## config.mk

```make
export PLATFORM = sky130hd
export DESIGN_NAME = multiword_add_sequencer
export DESIGN_NICKNAME = d
export VERILOG_FILES = /design/src/rtl/multiword_add_sequencer.sv
export SDC_FILE = /design/constraint.sdc
export NUM_CORES = 1
export LEC_CHECK = 0
export ABC_CLOCK_PERIOD_IN_PS = 3300
export CAP_MARGIN = 20
export CORE_AREA = 2 2 104 106
export CTS_CLUSTER_SIZE = 30
export DETAILED_ROUTE_END_ITERATION = 7
export DIE_AREA = 0 0 106 108
export PLACE_DENSITY = 0.76
export RECOVER_POWER = 25
export SLEW_MARGIN = 30
export SYNTH_ARGS = -nofsm -noshare
export SYNTH_HDL_FRONTEND = slang
export SYNTH_SLANG_ARGS = --single-unit
export TNS_END_PERCENT = 20
```

## constraint.sdc

```tcl
create_clock -name clk -period 3.3 [get_ports clk]
set_input_delay 0.495 -clock clk [delete_from_list [all_inputs] [get_ports clk]]
set_output_delay 0.495 -clock clk [all_outputs]
set_load 0.02 [all_outputs]
```

## src/rtl/multiword_add_sequencer.sv

```systemverilog
// Multi-cycle W-bit add/subtract built from one N-bit adder slice.
// Each RUN cycle handles one slice, least-significant slice first.
module multiword_add_sequencer #(
  parameter int W = 32,
  parameter int N = 8
) (
  input  logic         clk,
  input  logic         rst,
  input  logic         in_valid,
  output logic         in_ready,
  input  logic [W-1:0] a,
  input  logic [W-1:0] b,
  input  logic         sub,
  output logic         out_valid,
  input  logic         out_ready,
  output logic [W-1:0] sum,
  output logic         cout,
  output logic         overflow
);

  localparam int K  = W / N;
  localparam int IW = (K > 1) ? $clog2(K) : 1;

  typedef enum logic [1:0] {
    IDLE,
    RUN,
    DONE
  } state_t;

  state_t state, state_n;

  logic [W-1:0]  ra, rb;
  logic          carry;
  logic [IW-1:0] idx;

  logic [N-1:0]  sa, sb, ss;
  logic          sc, msb_cin, last;
  int            off;

  // The single shared slice adder
  always_comb begin
    off     = int'(idx) * N;
    sa      = ra[off +: N];
    sb      = rb[off +: N];
    {sc, ss} = {1'b0, sa} + {1'b0, sb} + {{N{1'b0}}, carry};
    msb_cin = sa[N-1] ^ sb[N-1] ^ ss[N-1];
    last    = (idx == IW'(K - 1));
  end

  assign in_ready  = (state == IDLE);
  assign out_valid = (state == DONE);

  always_ff @(posedge clk) begin
    if (rst) state <= IDLE;
    else     state <= state_n;
  end

  always_comb begin
    state_n = state;
    unique case (state)
      IDLE: if (in_valid)  state_n = RUN;
      RUN:  if (last)      state_n = DONE;
      DONE: if (out_ready) state_n = IDLE;
      default:             state_n = IDLE;
    endcase
  end

  always_ff @(posedge clk) begin
    if (rst) begin
      ra       <= '0;
      rb       <= '0;
      carry    <= 1'b0;
      idx      <= '0;
      sum      <= '0;
      cout     <= 1'b0;
      overflow <= 1'b0;
    end else begin
      if (state == IDLE && in_valid) begin
        ra    <= a;
        // Subtract as a + ~b + 1; the +1 enters as slice-0 carry
        rb    <= b ^ {W{sub}};
        carry <= sub;
        idx   <= '0;
      end
      if (state == RUN) begin
        sum[off +: N] <= ss;
        carry         <= sc;
        idx           <= last ? '0 : idx + IW'(1);
        if (last) begin
          cout     <= sc;
          overflow <= sc ^ msb_cin;
        end
      end
    end
  end

endmodule

```

==> impl_metrics.tcl <==
set metrics [dict create \
    core_area_mm2 0.0102 \
    drive_above_1_share_pct 7.88 \
    clockRootBuffer "clkbuf_8" \
    required_ns 3.58 \
    post-cts-setup-buffers 0 \
    post_cts_resized 0 \
    combPwrFrac_pct 18.6 \
    setup_tns_ns 0 \
    grt_max_degree 111 \
    n_antenna_cell 0 \
    critPathKind "register to register" \
    status "finished, final reports clean" \
    hold_path.class "register to register" \
    clock_sinks 103 \
    crit_path_max_fanout 4 \
    pre_cts_ws_ns 0.384 \
    syn-cell-area_mm2 0.00468 \
    ant_nets 0 \
    crit_slowest_cell "mux4_2" \
    start_util_pct 45.7 \
    grt_setup_unrepaired "no" \
    p_leak_nw 2.16 \
    synth_seq_cells 103 \
    setup_violations 0 \
    synth_fp_nets 579 \
    cp_common_cell "fa_1" \
    clk_latency_ns 0.37 \
    place_congestion 0.844 \
    antenna_found_initial 0 \
    cts_tree "yes" \
    fill_cells 896 \
    total_power_mw 2.72 \
    cts_htree_levels 3 \
    ios 105 \
    viasPerCell 5.28 \
    synth_area_per_cell_um2 9.45 \
    drc 0 \
    dpl.hpwl_mm 7.91 \
    fmax_mhz 337 \
    dp.cells 705 \
    max_stage_delay_ns 0.54 \
    end_kind "register" \
    setup_ws_ns 0.333 \
    fin_nets 664 \
    drt_wl_total_mm 10.8 \
    die_x_um 106 \
    worst_setup_path_start_kind "register" \
    switching_share_pct 26.6 \
    crit_arrival_ns 3.25 \
    fin_crit_ns 2.97 \
    drv_slew 0 \
    drt_iter0_markers 155 \
    intPower_mw 1.99 \
    hold_violations 0 \
    ys_types 43 \
    gr-usage-all-layers_pct 19.7 \
    final_cell_count_no_fill 720 \
    clock_skew_ns 0.00900 \
    synthCells 495 \
    clockPowerShare_pct 31.6 \
    yosysWarnings 0 \
    wire_per_inst_um 15.0 \
    synthToLayoutAreaGrowth_pct 28.0 \
    dr.pass1.iters 4 \
    fin_crit_sh_pct 89.9 \
    grt_pass1_vias 3723 \
    yosysSeqAreaShare_pct 44.1 \
    synth_area_leader_cell "dfxtp_1" \
    io_buffers 104 \
    vias 3802 \
    hold_ws_ns 0.459 \
    ir_worst_vdd_mv 0.214 \
    gr-total-overflow 0 \
    grt_pass1_wl_mm 18.0 \
    synth_area_leaders "dfxtp_1 (44%), mux4_2 (7.7%), xnor2_1 (6.4%)" \
    path_clk_slew_ns 0.09 \
    power.switching_mw 0.721 \
    die_area_mm2 0.0114 \
    worstPathCellList "mux4_2, fa_1, fa_1, a211oi_1, o211ai_1, a21oi_2, xnor2_1, a311oi_1" \
    die_y_um 108 \
    rows 37 \
    synth_top_area_share_pct 44.1 \
    maxCapViolCount 0 \
    power.density_mw_per_mm2 454 \
    cts-buffers-inserted 9 \
    seq_power_share_pct 49.7 \
    clockBufferDepth 2 \
    cts_hold_buf 0 \
    worstMarginPinSlew_ns 1.13 \
    slew_headroom_pct 24.4 \
]
## per-layer routing
layer  vias to the layer above  global-route usage [%]  wire (um)
met4                         0                    6.30        126
met5                         -                       0          0
li1                       1907                       -          -
met3                        10                    3.56        509
met2                        99                    33.9       5320
met1                      1786                    25.3       4850
## state kept, by name, summed over array words and instances (netlist names)
signal / cells
carry: 1
cout: 1
idx: 2
overflow: 1
ra: 32
rb: 32
state: 2
sum: 32
## power groups by stage
| stage | clock network, mW | registers (mW) | logic, mW |
|---|---|---|---|
| 2_1_floorplan | 0 | 1.37 | 0.328 |
| 3_5_place_dp | 0 | 1.38 | 0.511 |
| 4_1_cts | 0.865 | 1.35 | 0.512 |
| 3_3_place_gp | 0 | 1.38 | 0.496 |
| 6_report | 0.858 | 1.35 | 0.506 |
| 5_1_grt | 0.914 | 1.36 | 0.560 |
## worst max-delay path, delay by kind of cell, from the launching register on
family	cells	cell delay (ns)
AO/OA/AOI/OAI	4	0.95
XOR/XNOR	1	0.08
adder cells (fa/ha/maj)	2	0.89
flip-flops	1	0.42
multiplexers	1	0.54
## synthesized netlist by cell type
| master | n |
|---|---|
| nand2_4 | 2 |
| and2b_1 | 1 |
| nor3_4 | 1 |
| nand2_1 | 68 |
| dfxtp_1 | 103 |
| a21oi_2 | 1 |
| a311oi_1 | 2 |
| buf_6 | 1 |
| o211ai_1 | 2 |
| a211oi_1 | 33 |
| buf_2 | 10 |
| nor2_2 | 1 |
| nand2_2 | 2 |
| fa_1 | 2 |
| nor4_4 | 1 |
| buf_4 | 1 |
| or2b_1 | 1 |
| inv_1 | 5 |
| a31oi_1 | 1 |
| a22oi_1 | 26 |
| nor2b_1 | 1 |
| xnor2_1 | 34 |
| o21ai_0 | 4 |
| clkbuf_1 | 22 |
| or3_1 | 1 |
| mux4_2 | 16 |
| nor2b_2 | 1 |
| a21o_1 | 2 |
| nand3_1 | 3 |
| or4_1 | 1 |
| ha_1 | 13 |
| a21oi_1 | 42 |
| nand2b_1 | 3 |
| buf_1 | 1 |
| o31ai_1 | 6 |
| o21a_1 | 1 |
| and3b_1 | 1 |
| xor2_1 | 5 |
| nor3_2 | 1 |
| nand3b_1 | 8 |
| nor3b_2 | 1 |
| nand4_1 | 2 |
| nor2_1 | 62 |
## final cells by class
cell class	instances	area [um2]	area share [%]
clock buffer	12	145	2.42
clock inverter	3	67.6	1.13
inverter	5	18.8	0.313
multi-input combinational	352	2440	40.7
sequential	103	2060	34.4
tap	136	170	2.84
timing repair buffer	109	1090	18.2
## cell families after synthesis
| family | count (synthesis) | synth area share [%] |
|---|---|---|
| AND/OR/NAND/NOR | 162 | 16.0 |
| AO/OA/AOI/OAI | 120 | 16.9 |
| flip-flops | 103 | 44.1 |
| buffers and inverters | 40 | 3.72 |
| XOR/XNOR | 39 | 7.30 |
| multiplexers | 16 | 7.70 |
| adder cells (fa/ha/maj) | 15 | 4.33 |
## metrics by stage
| step | utilization [%] | area [um2] |
|---|---|---|
| final | 58.5 | 5990 |
| after CTS | 58.6 | 6000 |
| after floorplan | - | 4680 |
| after global placement | 56.5 | 5780 |
| after detailed placement | 56.5 | 5780 |
| after global routing | 58.5 | 5990 |
## path summary, 6_finish.rpt
kind | from | endpoint | slack, ns | cells past startpoint
worst min-delay path | ra[15] | ra[15] | 0.46 | 2
worst max register to register | idx[0] | overflow | 0.33 | 8
worst min register to register | ra[15] | ra[15] | 0.46 | 2
worst max-delay path | idx[0] | overflow | 0.33 | 8
## layout by cell type, fill, tap and decap left out, types with 2 or more instances in the layout
master	n
a211oi_1	33
a21o_1	2
a21oi_1	42
a22oi_1	26
a311oi_1	2
buf_4	4
bufinv_16	2
clkbuf_1	2
clkbuf_8	10
clkdlybuf4s50_1	101
dfxtp_1	103
fa_1	2
ha_1	13
inv_1	5
mux4_2	16
nand2_1	67
nand2_2	3
nand2_4	2
nand2b_1	3
nand3_1	3
nand3b_1	8
nand4_1	2
nor2_1	62
nor2b_1	2
o211ai_1	2
o21ai_0	4
o31ai_1	6
xnor2_1	34
xor2_1	5
No activity file was read; power rests on OpenSTA's default activity.
